--- src/rtl/fpu_arbiter.sv ---
// Round-robin arbiter sharing one FPU among NUM_REQ requesters, one operation outstanding.
// Optional watchdog/drain behaviour is enabled by defining FPU_ARB_TIMEOUT_EN.
module fpu_arbiter #(
  parameter int NUM_REQ = 4,
  parameter int TIMEOUT = 64
) (
  input  logic                  clk,
  input  logic                  rstn,
  input  logic [NUM_REQ-1:0]    req_vld,
  output logic [NUM_REQ-1:0]    req_rdy,
  input  logic [4*NUM_REQ-1:0]  req_ope,
  input  logic [32*NUM_REQ-1:0] req_in1,
  input  logic [32*NUM_REQ-1:0] req_in2,
  output logic [NUM_REQ-1:0]    rsp_vld,
  input  logic [NUM_REQ-1:0]    rsp_rdy,
  output logic [31:0]           rsp_data,
  output logic [2:0]            rsp_err,
  output logic [3:0]            f_ope_data,
  output logic [31:0]           f_in1_data,
  output logic [31:0]           f_in2_data,
  output logic                  f_in_vld,
  input  logic                  f_in_rdy,
  input  logic [31:0]           f_out_data,
  input  logic                  f_out_vld,
  output logic                  f_out_rdy,
  input  logic [2:0]            f_err
);

  localparam int IDX_W = $clog2(NUM_REQ);

  if (NUM_REQ < 2 || NUM_REQ > 8 || TIMEOUT < 1) begin : g_bad_param
    $error("fpu_arbiter: NUM_REQ must be 2..8 and TIMEOUT at least 1");
  end

  typedef enum logic [2:0] {
    S_IDLE,
    S_ISSUE,
    S_WAIT,
    S_RESP
`ifdef FPU_ARB_TIMEOUT_EN
    , S_DRAIN
`endif
  } state_t;

  state_t             r_state;
  state_t             w_state_nxt;
  logic [IDX_W-1:0]   r_ptr;
  logic [IDX_W-1:0]   r_owner;
  logic [3:0]         r_ope;
  logic [31:0]        r_in1;
  logic [31:0]        r_in2;
  logic [31:0]        r_rsp_data;
  logic [2:0]         r_rsp_err;
  logic               w_gnt_any;
  logic [IDX_W-1:0]   w_gnt_idx;
  logic [3:0]         w_sel_ope;
  logic               w_legal;

`ifdef FPU_ARB_TIMEOUT_EN
  localparam int CNT_W = $clog2(TIMEOUT + 1);
  logic [CNT_W-1:0]   r_cnt;
  logic               r_drain;
  logic               w_to;
  assign w_to = (r_cnt == CNT_W'(TIMEOUT - 1));
`endif

  function automatic logic [IDX_W-1:0] wrap_idx(input logic [IDX_W-1:0] base, input int off);
    int s;
    s = int'(base) + off;
    if (s >= NUM_REQ) s = s - NUM_REQ;
    return IDX_W'(s);
  endfunction

  // First valid requester at or above the pointer, wrapping around.
  always_comb begin
    w_gnt_any = 1'b0;
    w_gnt_idx = '0;
    for (int k = 0; k < NUM_REQ; k++) begin
      if (!w_gnt_any && req_vld[wrap_idx(r_ptr, k)]) begin
        w_gnt_any = 1'b1;
        w_gnt_idx = wrap_idx(r_ptr, k);
      end
    end
  end

  assign w_sel_ope = req_ope[4*w_gnt_idx +: 4];
  assign w_legal   = (w_sel_ope >= 4'd1) && (w_sel_ope <= 4'd11);

  always_comb begin
    w_state_nxt = r_state;
    req_rdy     = '0;
    rsp_vld     = '0;
    f_in_vld    = 1'b0;
    f_out_rdy   = 1'b0;
    case (r_state)
      S_IDLE: begin
        if (w_gnt_any) begin
          // Gated by rstn so no handshake completes while reset is held.
          req_rdy[w_gnt_idx] = rstn;
          w_state_nxt        = w_legal ? S_ISSUE : S_RESP;
        end
      end
      S_ISSUE: begin
        f_in_vld = 1'b1;
        if (f_in_rdy) w_state_nxt = S_WAIT;
`ifdef FPU_ARB_TIMEOUT_EN
        else if (w_to) w_state_nxt = S_RESP;
`endif
      end
      S_WAIT: begin
        f_out_rdy = 1'b1;
        if (f_out_vld) w_state_nxt = S_RESP;
`ifdef FPU_ARB_TIMEOUT_EN
        else if (w_to) w_state_nxt = S_RESP;
`endif
      end
      S_RESP: begin
        rsp_vld[r_owner] = 1'b1;
        if (rsp_rdy[r_owner]) begin
`ifdef FPU_ARB_TIMEOUT_EN
          w_state_nxt = r_drain ? S_DRAIN : S_IDLE;
`else
          w_state_nxt = S_IDLE;
`endif
        end
      end
`ifdef FPU_ARB_TIMEOUT_EN
      S_DRAIN: begin
        // A result abandoned by the watchdog is swallowed here.
        f_out_rdy = 1'b1;
        if (f_out_vld) w_state_nxt = S_IDLE;
      end
`endif
      default: w_state_nxt = S_IDLE;
    endcase
  end

  always_ff @(posedge clk or negedge rstn) begin
    if (!rstn) begin
      r_state    <= S_IDLE;
      r_ptr      <= '0;
      r_owner    <= '0;
      r_ope      <= '0;
      r_in1      <= '0;
      r_in2      <= '0;
      r_rsp_data <= '0;
      r_rsp_err  <= '0;
`ifdef FPU_ARB_TIMEOUT_EN
      r_cnt      <= '0;
      r_drain    <= 1'b0;
`endif
    end else begin
      r_state <= w_state_nxt;
      case (r_state)
        S_IDLE: begin
`ifdef FPU_ARB_TIMEOUT_EN
          r_cnt   <= '0;
          r_drain <= 1'b0;
`endif
          if (w_gnt_any) begin
            r_owner <= w_gnt_idx;
            r_ope   <= w_sel_ope;
            r_in1   <= req_in1[32*w_gnt_idx +: 32];
            r_in2   <= req_in2[32*w_gnt_idx +: 32];
            if (!w_legal) begin
              r_rsp_data <= '0;
              r_rsp_err  <= 3'b001;
            end
          end
        end
        S_ISSUE: begin
`ifdef FPU_ARB_TIMEOUT_EN
          r_cnt <= r_cnt + 1'b1;
          if (!f_in_rdy && w_to) begin
            r_rsp_data <= '0;
            r_rsp_err  <= 3'b100;
          end
`endif
        end
        S_WAIT: begin
`ifdef FPU_ARB_TIMEOUT_EN
          r_cnt <= r_cnt + 1'b1;
`endif
          if (f_out_vld) begin
            r_rsp_data <= f_out_data;
            r_rsp_err  <= f_err;
          end
`ifdef FPU_ARB_TIMEOUT_EN
          else if (w_to) begin
            r_rsp_data <= '0;
            r_rsp_err  <= 3'b100;
            r_drain    <= 1'b1;
          end
`endif
        end
        S_RESP: begin
          if (rsp_rdy[r_owner]) r_ptr <= wrap_idx(r_owner, 1);
        end
        default: ;
      endcase
    end
  end

  assign rsp_data   = r_rsp_data;
  assign rsp_err    = r_rsp_err;
  assign f_ope_data = r_ope;
  assign f_in1_data = r_in1;
  assign f_in2_data = r_in2;

endmodule
--- config.mk ---
export PLATFORM = sky130hd
export DESIGN_NAME = fpu_arbiter
export DESIGN_NICKNAME = d
export VERILOG_FILES = /design/src/rtl/fpu_arbiter.sv
export SDC_FILE = /design/constraint.sdc
export NUM_CORES = 1
export LEC_CHECK = 0
export CORE_AREA = 4 4 166 168
export DETAILED_ROUTE_END_ITERATION = 10
export DIE_AREA = 0 0 170 172
export SETUP_SLACK_MARGIN = 0.02
export SLEW_MARGIN = 15
export SYNTH_ARGS = -nofsm -noshare
export SYNTH_HDL_FRONTEND = slang
export SYNTH_SLANG_ARGS = --single-unit
export TNS_END_PERCENT = 50
--- constraint.sdc ---
create_clock -name clk -period 6.02 [get_ports clk]
set_input_delay 1.204 -clock clk [delete_from_list [all_inputs] [get_ports clk]]
set_output_delay 1.204 -clock clk [all_outputs]
set_load 0.02 [all_outputs]
* After elaboration in Yosys (flattened, before gate mapping)
Cells that the tools add are included.
Word-level totals: register bits 110, input port bits 319, output and inout bits 113, logic and storage cells 105
Cells by class: add/subtract/negate cells 9, $lt $le $gt $ge 15, eq/ne operators 8, shift-type cells 3, multiplexer cells 46, bitwise logic cells 1, reduce and logical (&&, ||, !) cells 15
Operator list (count):
- indexed part select 128 x 8 -> 32 bit | 2
- two-way mux 32 bit | 3
- case mux 32 bit (2 select lines) | 1
- two-way mux 3 bit | 7
- two-way mux 2 bit | 10
- less-than comparator 2 x 3 -> 1 bit (second input constant) | 6
- indexed part select 16 x 5 -> 4 bit | 1
- two-way mux 1 bit | 13
- >= comparator 3 bit (second input constant) | 4
- two-way mux 4 bit | 3
- case mux 3 bit (4 select lines) | 1
- binary-select mux 1 bit (select 2 bit) | 5
- != test 2 bit (second input constant) | 5
- subtractor 2 x 1 -> 2 bit (second input constant) | 5
- AND reduction 4 bit | 2
- adder 2 x 1 -> 3 bit (second input constant) | 2
- adder 2 x 2 -> 3 bit (second input constant) | 2
- equality test 3 x 2 -> 1 bit (second input constant) | 2
- logical AND 1 bit | 6
- case mux 3 bit (2 select lines) | 1
- AND 4 bit | 1
- demux 1 bit (select 2 bit) | 2
- >= comparator 2 x 1 -> 1 bit (second input constant) | 2
- >= comparator 4 x 1 -> 1 bit (second input constant) | 1
- 7 further kinds | 10

* Depth between registers and ports, before layout
Gate-level depths: netlist (run 1).
depth in word-level cells 21, gate-level depth with buffers 12, mapped depth without buffers 8

* Worst setup path after synthesis (run 1)
OpenSTA, ideal clock, no wires.
path type input-to-output, start point in req_vld[3], end point out req_rdy[1], data arrival time 2.785 ns, required time 4.816 ns, path slack 2.031 ns, stages 8, buffers on the path 3, cell sequence mux2i_1 a32oi_1 nor2b_1 clkbuf_1 clkbuf_1 clkbuf_1 nand3_1 nor2_1
Between the ends: word-level cells in the longest chain between the ends 19, elaborated cells between the ends (all ways) 30, classes of those cells 2 x order compare; 20 x mux; 1 x bitwise; 7 x reduce/logical
Ends and longest elaborated chain:
- from (decl) | line 9 | input logic [NUM_REQ-1:0] req_vld,
- binary-select mux 1 bit (select 2 bit) | line 79 | if (!w_gnt_any && req_vld[wrap_idx(r_ptr, k)]) begin
- two-way mux 1 bit (implied by the code) | line 79
- two-way mux 1 bit | line 79
- logical NOT 1 bit | line 79
- logical AND 1 bit | line 79
- two-way mux 1 bit | line 79
- logical NOT 1 bit | line 79
- logical AND 1 bit | line 79
- (+3 left out)
- two-way mux 2 bit | line 79
- less-than comparator 2 x 3 -> 1 bit (implied by the code) / >= comparator 2 x 1 -> 1 bit (equally long branches) | line 99 | req_rdy[w_gnt_idx] = rstn;
- logical AND 1 bit (implied by the code) | line 99
- two-way mux 1 bit (implied by the code) | line 99
- demux 1 bit (select 2 bit) | line 99
- AND 4 bit (no line)
- two-way mux 4 bit * | line 97 | if (w_gnt_any) begin
- two-way mux 4 bit * | line 95 | case (r_state)
- to (decl) | line 10 | output logic [NUM_REQ-1:0] req_rdy,
Mark *: on every way between the ends. The rest lies on a longest branch, timed or not. The select of a mux whose other input is x is not followed.

* Worst setup path after layout (run 1)
start point in req_vld[3], end point out req_rdy[0]
Same word-level chain as after synthesis.

==> results.yml, run 1 <==
setup_path:
  required_ns: 4.82
  cp.depth: 7
  worstSetupPathType: "primary input to output pin"
  crit_start: "req_vld[3]"
  critPathTopFamily: "buffers and inverters"
  critPathArrivalTime_ns: 3.50
  critPathCapture: "req_rdy[0]"
  r2r_end: "rsp_data[29]"
  start_kind: "primary input"
  cp_cell_sequence: "clkdlybuf4s50_1, and3b_1, o21a_1, nor2_4, buf_4, nor3_1, clkdlybuf4s50_1"
  cp_max_fo: 23
  slowest_stage: "clkdlybuf4s50_1"
  critPathMaxStageDelay_ns: 0.60
  crit_buf_inv: 3
  r2r-start: "r_ptr[1]"
  endpoint_kind: "output pin"
  rrSetupSlack_ns: 2.51
  reg2reg_depth: 9
  path_common_cell: "clkdlybuf4s50_1"
synth:
  synthAdderAreaFrac_pct: 1.493
  synth_area_sq_um: 6703
  yosysSeqAreaShare_pct: 40.69
  synth_top_family_by_area: "simple AND/OR/NAND/NOR gates"
  synthXorXnorAreaFrac_pct: 0
  syn_area_per_cell_sq_um: 7.041
  synth_edf_count: 0
  ys_async_sr_fraction_pct: 100.0
  synth_cells: 952
  synth_cell_types: 35
  yosys_warnings: 0
  synth_area_leaders: "dfrtp_1 (41%), nand2_1 (24%), o21ai_0 (11%)"
  synthFlopType: "dfrtp_1"
  synth_mux_area_share_pct: 7.467
  netlist.area_leader.share_pct: 40.69
  syn-num-nets: 1279
  yosys_register_bits: 109
  synth_compound_area_share_pct: 11.87
  synth-simple-area-share_pct: 31.23
  yosys.area.top_type: "dfrtp_1"
placement:
  io_buffers: 431
  gp_congestion: 0.8338
  hpwl_um: 22050
  place_area_sq_um: 11260
timing:
  tightestPinTransition_ns: 0.8500
  finalHoldViolCount: 0
  slew_violations: 0
  finalCriticalPeriod_ns: 4.708
  skew_ns: 0.008764
  tns_ns: 0
  rsz0062_at_grt: "no"
  post-route-period-util_pct: 78.20
  maxSlewHeadroom_pct: 43.34
  fmax_ghz: 0.2124
  setup_viol: 0
route:
  drtIter0Drc: 464
  via_per_inst: 4.471
  drtAntennaViolNets: 0
  drc: 0
  dr.pass1.iters: 4
  vias: 7506
  wl_per_cell_um: 16.89
  routed_wl_um: 28360
cells_and_area:
  fin_area_sq_um: 11550
  nNetsFinal: 1666
  antennaDiodeCount: 0
  multi_input_area_sq_um: 3525
  layout_commonest_cell: "nand2_1"
  regArea_sq_um: 2728
  fillers: 2656
  drive_gt1_share_pct: 3.199
  mostFrequentLayoutCells: "nand2_1 (432), clkdlybuf4s50_1 (430), o21ai_0 (141)"
  area.growth.synth_to_final_pct: 72.30
run_status:
  status: "completed"
global_routing:
  grt_pass1_vias: 7390
  antenna_found_initial: 0
  grt_pass1_wl_um: 41680
  grt_remaining_overflow: 0
  grt_usage_pct: 18.26
  grt_max_degree: 83
floorplan:
  rows: 59
  die_x_um: 170
  die_h_um: 172
  die_area_sq_um: 29240
  io_pins: 432
  core-area_sq_um: 25910
  start_util_pct: 25.87
cts:
  cts.repair.resized: 0
  cts_hold_buf: 0
  cts_buffer_depth: 2
  cts_sinks: 109
  clock_latency_ns: 0.35
  htreeDepth: 3
  postCtsSetupRepairBufs: 0
  cts_buffers: 9
  cts_root_buf: "clkbuf_16"
  tritoncts: "yes"
  clk_pin_slew_ns: 0.08
worst_hold_path:
  hold_path.class: "flop to flop"
power:
  leakagePower_nw: 5.209
  power.density_nw_per_um2: 438.7
  max-vdd-ir-drop_uv: 273.1
job:
  maxCapViolCount: 0
## where the power goes
group | leakage, nW | internal (W) | total, W | switching [W]
Combinational | 3.70 | 0.00134 | 0.00314 | 0.00180
Sequential | 1.37 | 0.00111 | 0.00133 | 0.000222
Clock | 0.134 | 0.000291 | 0.000597 | 0.000306
Total | 5.21 | 0.00274 | 0.00507 | 0.00232
## state kept, by name (all words and copies together), names as in the netlist
name / cells
r_state: 2
rsp_data: 32
f_in2_data: 32
rsp_err: 3
f_ope_data: 4
f_in1_data: 32
r_owner: 2
r_ptr: 2
## layer usage
metal	wire length, um	vias to the layer above	global-route usage (%)
met4	288	0	3.438
met5	0	-	0
li1	-	3828	-
met3	2741	14	6.424
met2	14060	293	32.35
met1	11270	3371	21.64
## cell families after synthesis
family / Yosys count
AOI/OAI and AO/OA: 153
adders and majority gates: 8
buffers and inverters: 112
DFF: 109
muxes: 48
and+or+nand+nor: 522
## through the flow
step	setup slack [ns]	utilization, %	power (W)	hold WS (ns)	cells
final	1.312	44.57	0.005067	0.4808	1679
after CTS	1.312	44.57	0.005166	0.4880	1679
after global placement	1.238	43.45	0.004509	0.4611	1663
after floorplan	2.031	-	0.003136	0.4919	952
after global routing	1.174	44.57	0.005510	0.5058	1679
after detailed placement	1.179	43.45	0.004547	0.4693	1663
## final cells by class
type	count	area share (%)
clock inverter	7	0.5634
multi-input combinational	731	30.52
sequential	109	23.62
inverter	44	1.430
timing repair buffer	444	38.29
clock buffer	9	1.950
tap	335	3.629
## worst register-to-register path: stages, from the launching register on
cell and delay (ns):
dfrtp_1 0.48, mux2i_1 0.15, a32oi_1 0.20, nor2b_4 0.25
buf_4 0.50, mux2_2 0.46, and4_4 0.19, a211oi_4 0.67
buf_12 0.30, mux2i_1 0.22
## worst min-delay path by stage
| stage | start | endpoint | slack (ns) | depth (start not counted) |
|---|---|---|---|---|
| 3_3_place_gp | f_in1_data[4] | f_in1_data[4] | 0.46 | 2 |
| 5_1_grt | f_in1_data[8] | f_in1_data[8] | 0.51 | 2 |
| 2_1_floorplan | r_state[0] | r_state[0] | 0.49 | 2 |
| 6_report | f_in2_data[28] | f_in2_data[28] | 0.48 | 2 |
| 4_1_cts | f_in2_data[13] | f_in2_data[13] | 0.49 | 2 |
| 3_5_place_dp | f_in2_data[13] | f_in2_data[13] | 0.47 | 2 |
## Yosys cell counts, drive strengths merged (2+ instances only)
master / number
a21oi: 4
and2: 5
buf: 9
clkbuf: 59
dfrtp: 109
ha: 8
inv: 44
mux2: 6
mux2i: 41
nand2: 433
nand2b: 3
nand3: 67
nor2: 6
nor3: 2
o21ai: 141
No activity file was read; power rests on OpenSTA's default activity.
==> run 2: changes to the inputs <==
clock period = 4.4 ns   (was 6.02 ns; I/O delays follow)
==> results.yml, run 2 (same netlist as run 1, synthesis figures left out) <==
timing:
  slew_violations: 0
  skew_ns: 0.01308
  tightestPinTransition_ns: 0.9771
  finalHoldViolCount: 0
  tns_ns: 0
  post-route-period-util_pct: 89.37
  maxSlewHeadroom_pct: 34.86
  fmax_ghz: 0.2543
  setup_viol: 0
  finalCriticalPeriod_ns: 3.932
  rsz0062_at_grt: "no"
placement:
  dp.cells: 1664
  io_buffers: 431
  gp_congestion: 0.8211
  hpwl_um: 21990
cts:
  cts.repair.resized: 0
  clk_pin_slew_ns: 0.07
  cts_buffer_depth: 2
  clock_latency_ns: 0.35
  postCtsSetupRepairBufs: 0
  cts_sinks: 109
  cts_root_buf: "clkbuf_16"
  cts_buffers: 9
  htreeDepth: 3
  tritoncts: "yes"
  cts_hold_buf: 0
setup_path:
  path_common_cell: "clkdlybuf4s50_1"
  start_kind: "primary input"
  critPathTopFamily: "buffers and inverters"
  crit_buf_inv: 2
  reg2reg_depth: 9
  worstSetupPathType: "primary input to output pin"
  endpoint_kind: "output pin"
  cp_cell_sequence: "clkdlybuf4s50_1, mux2i_1, a32oi_1, nor2b_4, nand3_1, nor2_1, clkdlybuf4s50_1"
  cp.depth: 7
  cp_max_fo: 10
  slowest_stage: "clkdlybuf4s50_1"
  required_ns: 3.52
  critPathArrivalTime_ns: 3.05
  critPathMaxStageDelay_ns: 0.62
floorplan:
  die_area_sq_um: 29240
  die_x_um: 170
  die_h_um: 172
  rows: 59
  start_util_pct: 25.87
  core-area_sq_um: 25910
  io_pins: 432
route:
  vias: 7467
  via_per_inst: 4.442
  routed_wl_um: 28390
  route.top_layer_used: "met4"
  drc: 0
  dr.pass1.iters: 5
  dr_wl_met2_um: 13930
  wl_per_cell_um: 16.89
  drtIter0Drc: 399
  wl_met1_um: 11220
  wl_met3_um: 2812
  drtAntennaViolNets: 0
cells_and_area:
  final_cells: 1681
  layout_commonest_cell: "nand2_1"
  area.growth.synth_to_final_pct: 73.06
  mostFrequentLayoutCells: "nand2_1 (432), clkdlybuf4s50_1 (430), o21ai_0 (141)"
  regArea_sq_um: 2728
  post-route-util_pct: 44.77
  nNetsFinal: 1667
  drive_gt1_share_pct: 3.271
  fillers: 2671
  multi_input_area_sq_um: 3525
power:
  max-vdd-ir-drop_uv: 373.1
  power.density_nw_per_um2: 604.0
  power_w: 0.007006
  leakagePower_nw: 5.236
global_routing:
  grt_pass1_wl_um: 40740
  grt_pass1_vias: 7077
  grt_max_degree: 89
  grt_usage_pct: 17.80
  antenna_found_initial: 1
  grt_remaining_overflow: 0
worst_hold_path:
  hold_path_depth: 2
  hold_path.class: "flop to flop"
job:
  maxCapViolCount: 0
run_status:
  status: "completed"
==> run 2: changes by cell type in the layout (fill, tap and decap cells not counted) <==
cell        before  now
buf_12           1    2
inv_8            3    2
bufinv_16        0    1
diode_2          0    1
clkinvlp_4       3    1
clkinv_4         1    2
clkinv_8         0    1
==> run 2: report_power, final <==
part	total [W]	switching [W]	internal, W
clock	0.000883	0.000425	0.000458
sequential	0.00182	0.000307	0.00152
combinational	0.00430	0.00245	0.00185
total	0.00701	0.00318	0.00382
==> run 2: tightest hold or removal path: stages (launching register included) <==
cell and delay (ns):
dfrtp_1 0.35, nand2_1 0.05, o21ai_0 0.06
==> run 2: cell type report <==
class	count	share of cell area, %
antenna	1	0.02157
clock buffer	9	1.942
clock inverter	7	0.8090
inverter	44	1.424
multi-input combinational	731	30.39
sequential	109	23.51
tap	335	3.613
timing repair buffer	445	38.29
==> run 2: through the flow <==
| stage | setup slack (ns) | instance area [sq um] | hold WS [ns] |
|---|---|---|---|
| finish | 0.4677 | 11600 | 0.4827 |
| detailed placement | 0.3039 | 11280 | 0.4696 |
| floorplan | 1.059 | 6703 | 0.4919 |
| global route | 0.3137 | 11600 | 0.5119 |
| global placement | 0.4545 | 11280 | 0.4604 |
| CTS | 0.4627 | 11600 | 0.4897 |
==> run 2: metal layers <==
| layer | vias up | track usage [%] |
|---|---|---|
| li1 | 3829 | - |
| met1 | 3312 | 20.38 |
| met2 | 305 | 32.09 |
| met3 | 21 | 6.287 |
| met4 | 0 | 3.924 |
| met5 | - | 0 |
==> run 2: worst paths after layout <==
kind	slack, ns	from	endpoint
max	0.47	req_vld[3]	req_rdy[3]
min reg2reg	0.48	f_in2_data[23]	f_in2_data[23]
min	0.48	f_in2_data[23]	f_in2_data[23]
max in group asynchronous	2.48	rstn	f_in1_data[29]
max reg2reg	1.31	r_ptr[1]	rsp_data[22]
min in group asynchronous	0.52	rstn	f_in1_data[27]
==> run 3: changes to the inputs <==
==> constraint.sdc (replaced) <==
create_clock -name clk -period 4.4 [get_ports clk]
set_input_delay 0.44 -clock clk [delete_from_list [all_inputs] [get_ports clk]]
set_output_delay 0.44 -clock clk [all_outputs]
set_load 0.02 [all_outputs]
==> results.yml, run 3 (same netlist as run 1, synthesis figures left out) <==
power:
  leakagePower_nw: 5.219
  power.density_nw_per_um2: 599.4
  intPower_w: 0.003758
  power_frac_clock_pct: 12.1
  switching_share_pct: 45.77
  p_switching_w: 0.003172
  pwr-share-seq_pct: 26.3
  combPwrFrac_pct: 61.6
  max-vdd-ir-drop_uv: 356.2
route:
  wl_per_cell_um: 16.58
  routed_wl_um: 27840
  dr.pass1.iters: 4
  drtIter0Drc: 358
  drtAntennaViolNets: 0
  vias: 7489
  via_per_inst: 4.460
  drc: 0
global_routing:
  antenna_found_initial: 0
  grt_pass1_wl_um: 40640
  grt_usage_pct: 17.69
  grt_pass1_vias: 7180
  grt_remaining_overflow: 0
  grt_max_degree: 86
cts:
  postCtsSetupRepairBufs: 0
  cts_buffers: 9
  cts_hold_buf: 0
  tritoncts: "yes"
  clk_pin_slew_ns: 0.09
  cts_buffer_depth: 2
  cts.repair.resized: 0
  clock_latency_ns: 0.35
  cts_sinks: 109
  cts_root_buf: "clkbuf_16"
  htreeDepth: 3
timing:
  finalCriticalPeriod_ns: 3.356
  setup_viol: 0
  tightestPinTransition_ns: 0.8128
  skew_ns: 0.01194
  post-route-period-util_pct: 76.27
  finalHoldViolCount: 0
  rsz0062_at_grt: "no"
  slew_violations: 0
  maxSlewHeadroom_pct: 45.82
  fmax_ghz: 0.2980
  tns_ns: 0
placement:
  gp_congestion: 0.8130
  io_buffers: 431
  hpwl_um: 21880
job:
  maxCapViolCount: 0
cells_and_area:
  layout_commonest_cell: "nand2_1"
  antennaDiodeCount: 0
  mostFrequentLayoutCells: "nand2_1 (432), clkdlybuf4s50_1 (430), o21ai_0 (141)"
  area.growth.synth_to_final_pct: 72.48
  nNetsFinal: 1666
  drive_gt1_share_pct: 3.199
  post-route-util_pct: 44.62
setup_path:
  endpoint_kind: "flop"
  required_ns: 4.64
  worstSetupPathType: "primary input to flop"
  start_kind: "primary input"
  cp_max_fo: 35
  critPathArrivalTime_ns: 3.60
floorplan:
  die_area_sq_um: 29240
  io_pins: 432
  start_util_pct: 25.87
  rows: 59
  die_h_um: 172
  die_x_um: 170
  core-area_sq_um: 25910
worst_hold_path:
  hold_path.class: "primary input to async pin"
run_status:
  status: "completed"
run 3: changes by cell type in the layout (fill, tap and decap cells not counted):
cell       change
inv_6          +2
clkinv_8       +1
clkinv_4       -1
inv_8          -1
diode_2        -1
buf_12         -1
bufinv_16      -1
run 3: worst max-delay path, cell delays in order:
cell and delay [ns]:
clkdlybuf4s50_1 0.61, and3b_1 0.22, o21a_1 0.20, nor2_4 0.32, mux2_2 0.38, o21ai_0 0.34
nor3b_1 0.15, a211oi_4 0.27, buf_12 0.28, mux2_1 0.34
run 3: per-stage QoR:
| step | instances | hold slack, ns | cell area [sq um] | worst slack [ns] | power, W |
|---|---|---|---|---|---|
| CTS | 1679 | 0.04453 | 11560 | 1.079 | 0.007057 |
| detailed placement | 1663 | 0.4424 | 11260 | 0.6913 | 0.006195 |
| global placement | 1663 | 0.4402 | 11260 | 0.7757 | 0.006145 |
| floorplan | 952 | 0.1444 | 6703 | 1.835 | 0.004290 |
| global route | 1679 | 0.06052 | 11560 | 0.9142 | 0.007533 |
| finish | 1679 | 0.04405 | 11560 | 1.044 | 0.006929 |
run 3: area by class of cell:
class | count | area, sq um
Fill cell | 2635 | 14350
Timing Repair Buffer | 444 | 4422
Multi-Input combinational cell | 731 | 3525
Sequential cell | 109 | 2728
Tap cell | 335 | 419.2
Clock buffer | 9 | 225.2
Inverter | 44 | 165.2
Clock inverter | 7 | 77.57
run 3: per-layer routing:
layer	track usage [%]	share of wire, %	vias up
li1	-	-	3826
met4	3.333	1.3	0
met2	31.42	50	298
met1	20.73	39	3343
met3	6.516	9.6	22
met5	0	0	-
run 3: power by group through the flow:
stage               sequential (W)  combinational (W)  clock (W)
floorplan                  0.00237            0.00192          0
global placement           0.00183            0.00431          0
detailed placement         0.00185            0.00435          0
CTS                        0.00184            0.00435   0.000872
global route               0.00190            0.00473   0.000905
finish                     0.00182            0.00427   0.000836
run 3: final timing paths:
check                                from        endpoint  slack, ns  cells after the start
hold reg to reg            f_in2_data[12]  f_in2_data[12]       0.48                      2
setup reg to reg                 r_ptr[1]      rsp_err[0]       1.30                      9
max in group asynchronous            rstn  f_in1_data[26]       2.81                      3
min in group clk           f_in2_data[12]  f_in2_data[12]       0.48                      2
hold / removal                       rstn   f_in2_data[4]       0.04                      1
setup / recovery               req_vld[3]      rsp_err[0]       1.04                     10
